==> src/rtl/cpu_core_pkg.sv <==
// Shared types for the in-order hazard scoreboard: entry layout and
// helpers that derive tag and occupancy widths from the buffer depth.
package cpu_core_pkg;
  localparam int CORE_XLEN   = 32;
  localparam int CORE_NREGS  = 32;
  localparam int CORE_RIDX_W = $clog2(CORE_NREGS);

  typedef struct packed {
    logic                   valid;
    logic                   ready;
    logic                   wen;
    logic [CORE_RIDX_W-1:0] rd;
    logic [CORE_XLEN-1:0]   data;
  } sb_entry_t;

  function automatic int tag_w(input int depth);
    return $clog2(depth);
  endfunction

  function automatic int cnt_w(input int depth);
    return $clog2(depth) + 1;
  endfunction
endpackage

==> src/rtl/hs_match_prio.sv <==
// Youngest-first search for an in-flight writer of one source register.
// Scans oldest to youngest relative to the tail so the youngest hit wins.
module hs_match_prio #(
  parameter int DEPTH  = 4,
  parameter int TAG_W  = 2,
  parameter int RIDX_W = 5
) (
  input  logic [DEPTH-1:0]             valid_i,
  input  logic [DEPTH-1:0]             wen_i,
  input  logic [DEPTH-1:0][RIDX_W-1:0] rd_i,
  input  logic [TAG_W-1:0]             tail_i,
  input  logic [RIDX_W-1:0]            rs_i,
  input  logic                         used_i,
  output logic                         hit_o,
  output logic [TAG_W-1:0]             tag_o
);
  logic [TAG_W-1:0] idx;

  always_comb begin
    hit_o = 1'b0;
    tag_o = '0;
    idx   = '0;
    // k = DEPTH wraps to the tail slot itself, which is the oldest when full
    for (int k = DEPTH; k >= 1; k--) begin
      idx = tail_i - TAG_W'(k);
      if (used_i && rs_i != '0 && valid_i[idx] && wen_i[idx] && rd_i[idx] == rs_i) begin
        hit_o = 1'b1;
        tag_o = idx;
      end
    end
  end
endmodule

==> src/rtl/hazard_scoreboard.sv <==
// In-order scoreboard / forwarding buffer between decode and execute.
// Entries are allocated at issue, filled by tagged results, retired from the head.
module hazard_scoreboard
  import cpu_core_pkg::*;
#(
  parameter int XLEN  = CORE_XLEN,
  parameter int NREGS = CORE_NREGS,
  parameter int DEPTH = 4,
  parameter int TAG_W = tag_w(DEPTH),
  parameter int CNT_W = cnt_w(DEPTH)
) (
  input  logic                     clock_i,
  input  logic                     reset_i,
  input  logic                     issue_valid_i,
  output logic                     issue_ready_o,
  input  logic                     issue_wen_i,
  input  logic [$clog2(NREGS)-1:0] issue_rd_i,
  input  logic [$clog2(NREGS)-1:0] issue_rs0_i,
  input  logic [$clog2(NREGS)-1:0] issue_rs1_i,
  input  logic                     issue_rs0_used_i,
  input  logic                     issue_rs1_used_i,
  output logic [TAG_W-1:0]         issue_tag_o,
  output logic                     hazard_o,
  output logic                     rs0_fwd_o,
  output logic                     rs1_fwd_o,
  output logic [XLEN-1:0]          rs0_fwd_data_o,
  output logic [XLEN-1:0]          rs1_fwd_data_o,
  input  logic                     result_valid_i,
  input  logic [TAG_W-1:0]         result_tag_i,
  input  logic [XLEN-1:0]          result_data_i,
  input  logic                     retire_valid_i,
  output logic                     head_valid_o,
  output logic                     retire_wen_o,
  output logic [$clog2(NREGS)-1:0] retire_rd_o,
  output logic [XLEN-1:0]          retire_data_o,
  input  logic                     flush_i,
  input  logic [CNT_W-1:0]         flush_keep_i,
  output logic [CNT_W-1:0]         count_o,
  output logic                     err_o
);
  localparam int RIDX_W = $clog2(NREGS);

  sb_entry_t        entries_q [DEPTH];
  sb_entry_t        entries_d [DEPTH];
  logic [TAG_W-1:0] head_q, head_d, tail_q, tail_d;
  logic [CNT_W-1:0] count_q, count_d;
  logic             err_q, err_d;

  logic [DEPTH-1:0]             valid_vec, wen_vec;
  logic [DEPTH-1:0][RIDX_W-1:0] rd_vec;
  logic [1:0][RIDX_W-1:0]       rs;
  logic [1:0]                   rs_used, hit, fwd, haz;
  logic [1:0][TAG_W-1:0]        hit_tag;
  logic [1:0][XLEN-1:0]         fwd_data;

  always_comb begin
    for (int i = 0; i < DEPTH; i++) begin
      valid_vec[i] = entries_q[i].valid;
      wen_vec[i]   = entries_q[i].wen;
      rd_vec[i]    = entries_q[i].rd;
    end
  end

  assign rs      = {issue_rs1_i, issue_rs0_i};
  assign rs_used = {issue_rs1_used_i, issue_rs0_used_i};

  for (genvar g = 0; g < 2; g++) begin : g_src
    hs_match_prio #(.DEPTH(DEPTH), .TAG_W(TAG_W), .RIDX_W(RIDX_W)) u_match (
      .valid_i (valid_vec),
      .wen_i   (wen_vec),
      .rd_i    (rd_vec),
      .tail_i  (tail_q),
      .rs_i    (rs[g]),
      .used_i  (rs_used[g]),
      .hit_o   (hit[g]),
      .tag_o   (hit_tag[g])
    );
  end

  always_comb begin
    fwd      = '0;
    haz      = '0;
    fwd_data = '0;
    for (int s = 0; s < 2; s++) begin
      if (hit[s]) begin
        if (entries_q[hit_tag[s]].ready) begin
          fwd[s]      = 1'b1;
          fwd_data[s] = entries_q[hit_tag[s]].data;
        end else if (result_valid_i && result_tag_i == hit_tag[s]) begin
          fwd[s]      = 1'b1;
          fwd_data[s] = result_data_i;
        end else begin
          haz[s] = 1'b1;
        end
      end
    end
  end

  assign hazard_o       = |haz;
  assign rs0_fwd_o      = fwd[0];
  assign rs1_fwd_o      = fwd[1];
  assign rs0_fwd_data_o = fwd_data[0];
  assign rs1_fwd_data_o = fwd_data[1];
  assign issue_ready_o  = (count_q < CNT_W'(DEPTH)) & ~hazard_o & ~flush_i;
  assign issue_tag_o    = tail_q;
  assign count_o        = count_q;
  assign err_o          = err_q;

  // Registered ready only: a result landing this cycle retires next cycle
  assign head_valid_o  = (count_q != '0) & entries_q[head_q].ready;
  assign retire_wen_o  = head_valid_o & entries_q[head_q].wen;
  assign retire_rd_o   = head_valid_o ? entries_q[head_q].rd   : '0;
  assign retire_data_o = head_valid_o ? entries_q[head_q].data : '0;

  logic             accept, pop, wen_eff;
  logic [CNT_W-1:0] keep;
  logic [TAG_W-1:0] age;

  always_comb begin
    entries_d = entries_q;
    head_d    = head_q;
    tail_d    = tail_q;
    count_d   = count_q;
    err_d     = err_q;
    keep      = '0;
    age       = '0;
    accept    = issue_valid_i & issue_ready_o;
    pop       = retire_valid_i & head_valid_o;
    wen_eff   = issue_wen_i & (issue_rd_i != '0);

    if (result_valid_i) begin
      if (entries_q[result_tag_i].valid && !entries_q[result_tag_i].ready) begin
        entries_d[result_tag_i].ready = 1'b1;
        entries_d[result_tag_i].data  = result_data_i;
      end else begin
        err_d = 1'b1;
      end
    end
    if (retire_valid_i && !head_valid_o) err_d = 1'b1;

    if (flush_i) begin
      keep = (flush_keep_i > count_q) ? count_q : flush_keep_i;
      // A head retiring in the flush cycle is committed, so it always survives
      if (pop && keep == '0) keep = CNT_W'(1);
      for (int i = 0; i < DEPTH; i++) begin
        age = TAG_W'(i) - head_q;
        if (CNT_W'(age) >= keep) begin
          entries_d[i].valid = 1'b0;
          entries_d[i].ready = 1'b0;
        end
      end
      tail_d  = head_q + keep[TAG_W-1:0];
      count_d = keep - CNT_W'(pop);
    end else begin
      count_d = count_q + CNT_W'(accept) - CNT_W'(pop);
    end

    if (pop) begin
      entries_d[head_q].valid = 1'b0;
      entries_d[head_q].ready = 1'b0;
      head_d = head_q + 1'b1;
    end

    if (accept) begin
      entries_d[tail_q].valid = 1'b1;
      entries_d[tail_q].ready = ~wen_eff;
      entries_d[tail_q].wen   = wen_eff;
      entries_d[tail_q].rd    = issue_rd_i;
      entries_d[tail_q].data  = '0;
      tail_d = tail_q + 1'b1;
    end
  end

  always_ff @(posedge clock_i) begin
    if (reset_i) begin
      for (int i = 0; i < DEPTH; i++) entries_q[i] <= '0;
      head_q  <= '0;
      tail_q  <= '0;
      count_q <= '0;
      err_q   <= 1'b0;
    end else begin
      entries_q <= entries_d;
      head_q    <= head_d;
      tail_q    <= tail_d;
      count_q   <= count_d;
      err_q     <= err_d;
    end
  end
endmodule

==> config.mk <==
export PLATFORM = sky130hd
export DESIGN_NAME = hazard_scoreboard
export DESIGN_NICKNAME = d
export VERILOG_FILES = /design/src/rtl/cpu_core_pkg.sv /design/src/rtl/hs_match_prio.sv /design/src/rtl/hazard_scoreboard.sv
export SDC_FILE = /design/constraint.sdc
export NUM_CORES = 1
export LEC_CHECK = 0
export CORE_MARGIN = 5
export CORE_UTILIZATION = 55
export CTS_BUF_LIST = sky130_fd_sc_hd__clkbuf_16
export CTS_CLUSTER_DIAMETER = 50
export CTS_CLUSTER_SIZE = 14
export DETAILED_ROUTE_END_ITERATION = 10
export PLACE_DENSITY = 0.85
export SLEW_MARGIN = 15
export SYNTH_ARGS = -nofsm -noshare
export SYNTH_HDL_FRONTEND = slang
export SYNTH_SLANG_ARGS = --single-unit
==> constraint.sdc <==
create_clock -name clock_i -period 11.71 [get_ports clock_i]
set_input_delay 1.171 -clock clock_i [delete_from_list [all_inputs] [get_ports clock_i]]
set_output_delay 1.171 -clock clock_i [all_outputs]
set_load 0.1 [all_outputs]
==> results.json <==
{
  "p_per_area_nw_per_um2": 94.0,
  "synth.avg_cell_area_um2": 8.29,
  "top_layer": "met5",
  "end_kind": "output pin",
  "worst_ep_required_time_ps": 10540,
  "p_leak_nw": 5.34,
  "path_class": "flip-flop to output pin",
  "finalSetupViolCount": 0,
  "grt_max_degree": 70,
  "worstMarginPinSlew_ps": 1130,
  "gr-total-overflow": 0,
  "yosysUniqueCellTypes": 70,
  "drt_iter0_drc": 1478,
  "drc": 0,
  "drt_first_pass_iters": 6,
  "die-area_um2": 26600,
  "synthesis.nets": 1641,
  "instances_no_fill": 1973,
  "synthAdderAreaFrac_pct": 2.39,
  "fmax_mhz": 109,
  "wl_met3_mm": 4.69,
  "clock-sinks": 168,
  "cp_max_fo": 69,
  "nFillCells": 1876,
  "drv_slew": 0,
  "cts_tree": "yes",
  "peakVddDrop_uv": 102,
  "fin_crit_ps": 9150,
  "synthesis.area_um2": 12900,
  "synth-seq-area-share_pct": 26.1,
  "fin_setup_tns_ps": 0,
  "drive_gt1_share_pct": 16.5,
  "multiInputGateArea_um2": 8940,
  "nets": 1725,
  "fin_ws_ps": 2560,
  "cts_buffer_depth": 2,
  "vias": 12800,
  "synthMuxAreaShare_pct": 22.9,
  "wl_mm": 43.0,
  "total_power_w": 0.00144,
  "path_clk_slew_ps": 70,
  "port_buffers": 173,
  "ys_warn_count": 0,
  "ys.flop_type": "dfxtp_1",
  "clkLatencyLatePin_ps": 450,
  "cp-start-kind": "flip-flop",
  "ys_ff_latch": 168,
  "numCtsBuffers": 17,
  "synth_compound_area_share_pct": 19.3,
  "drv_cap": 0,
  "synthCells": 1556,
  "ant_nets": 0,
  "ios": 174,
  "hpwlAfterDp_mm": 27.9,
  "yosys.area_share.simple_pct": 20.7,
  "hold_viol": 0,
  "hold_buffers": 0,
  "ctsHtreeMaxLevel": 4,
  "synth-xor-area-share_pct": 3.30,
  "std_cell_rows": 56,
  "grt_usage_pct": 31.9,
  "core_area_um2": 23300,
  "routedWlPerCell_um": 21.8,
  "wl_met2_mm": 19.4,
  "start_util_pct": 55.4,
  "arrival_ps": 7980,
  "fp.dieH_um": 163,
  "hp-class": "flip-flop to flip-flop",
  "grt_pass1_vias": 12600,
  "synth_top_family_by_area": "multiplexers",
  "synthArstFlopShare_pct": 0,
  "post_cts.repair.setup_buffers": 0,
  "wl_met1_mm": 16.6,
  "fin_crit_sh_pct": 78.1,
  "status": "completed",
  "pre_cts_slack_ps": 3160,
  "rsz0062_at_grt": "no",
  "via_per_inst": 6.49,
  "gp_congestion": 0.958,
  "cts-resized-gates": 0,
  "grt_antenna_before_repair": 2,
  "fin_util_pct": 65.9,
  "skew_ps": 10.5,
  "grt_pass1_wl_mm": 68.2,
  "synth_edf_count": 0,
  "relSlewSlack_pct": 24.8,
  "dieWidth_um": 163,
  "root_buffer": "clkbuf_16",
  "area_growth_pct": 18.8,
  "dpl.cell_count": 1940,
  "seqCellArea_um2": 3370
}
[worst paths after layout]
path / start / to / slack, ps / cells after the start
worst min register to register: entries_q[138] / entries_q[138] / 480 / 2
worst min-delay path: entries_q[138] / entries_q[138] / 480 / 2
worst max register to register: issue_tag_o[1] / count_o[2] / 4470 / 19
worst max-delay path: issue_tag_o[1] / rs0_fwd_data_o[23] / 2560 / 15
[worst max-delay path, stage by stage (launching register included)]
cell	delay, ps
dfxtp_1	980
inv_1	260
ha_1	780
mux4_2	620
xnor2_1	230
nand4_1	210
or2_1	310
a2111oi_2	430
nor3_4	40
buf_4	460
a2111oi_1	890
a21o_1	450
buf_4	380
nand2_1	90
a21oi_1	180
clkdlybuf4s50_1	1170
[power by group]
group          switching, W  internal [W]  total (W)
logic              0.000184      0.000104   0.000288
registers         0.0000151      0.000579   0.000594
clock network      0.000273      0.000284   0.000557
total              0.000472      0.000967    0.00144
[cells by family (layout without fill, tap and decap cells)]
kind of cell    Yosys count  count (layout)
mux                     208             208
compound gates          359             359
buf+inv                 159             256
flops                   168             168
fa+ha+maj                24              24
simple gates            592             592
xor+xnor                 46              46
other cells               0               1
[routing by layer]
metal	vias to the layer above	track usage, %
li1	5709	-
met2	841	49.5
met3	185	6.74
met4	2	17.5
met5	-	0
met1	6065	41.7
[Yosys cell counts, drive strengths merged, types with 2 or more instances]
cell type	instances	area share [%]
a2111o	2	0.25
a2111oi	3	0.41
a211o	2	0.14
a211oi	2	0.16
a21o	3	0.17
a21oi	211	9.3
a31o	24	1.6
a31oi	3	0.15
and2	8	0.40
and3	6	0.29
and4	4	0.27
buf	49	2.1
clkbuf	87	2.5
dfxtp	168	26
ha	23	2.2
inv	23	0.67
mux2	67	5.9
mux2i	78	6.1
mux4	63	11
nand2	417	12
nand2b	9	0.44
nand3	17	0.70
nand4	8	0.44
nor2	18	0.58
nor2b	41	2.0
nor3	37	1.6
nor3b	5	0.38
nor4	7	0.69
o2111a	2	0.17
o2111ai	6	0.95
o211ai	74	4.3
o21a	3	0.17
o21ai	14	0.75
o31ai	4	0.23
or2	2	0.097
or3	5	0.24
or4	7	0.44
xnor2	34	2.5
xor2	12	0.82
[area by class of cell]
class                           count  area share (%)
Multi-Input combinational cell   1229            58.3
Sequential cell                   168            22.0
Timing Repair Buffer              201            12.7
Clock buffer                       17            2.78
Tap cell                          319            2.61
Clock inverter                     15            1.05
Inverter                           23           0.564
Antenna cell                        1          0.0163
[state kept, by name, indices dropped and copies added, names as in the netlist]
name / flops
issue_tag_o: 2
err_o: 1
count_o: 3
head_q: 2
entries_q: 160
[layout by cell type (no fill, tap or decap), types with 17 or more instances in the layout]
master	synthesis	layout
nor2b_1	41	41
inv_1	21	21
o211ai_1	74	74
mux2_2	67	67
a21oi_2	39	40
clkdlybuf4s50_1	0	173
dfxtp_1	168	165
mux4_2	63	63
nor3_1	33	33
nand2_1	417	417
a31o_1	24	24
clkbuf_16	0	17
mux2i_1	78	77
buf_4	9	28
xnor2_1	31	31
ha_1	23	23
a21oi_1	172	170
[stage by stage]
step           hold slack (ps)  instance area [um^2]
2_1_floorplan              440                 12900
4_1_cts                    486                 15300
6_report                   484                 15300
3_3_place_gp               465                 14700
3_5_place_dp               476                 14700
5_1_grt                    505                 15300
Power figures use the tool's default switching activity.
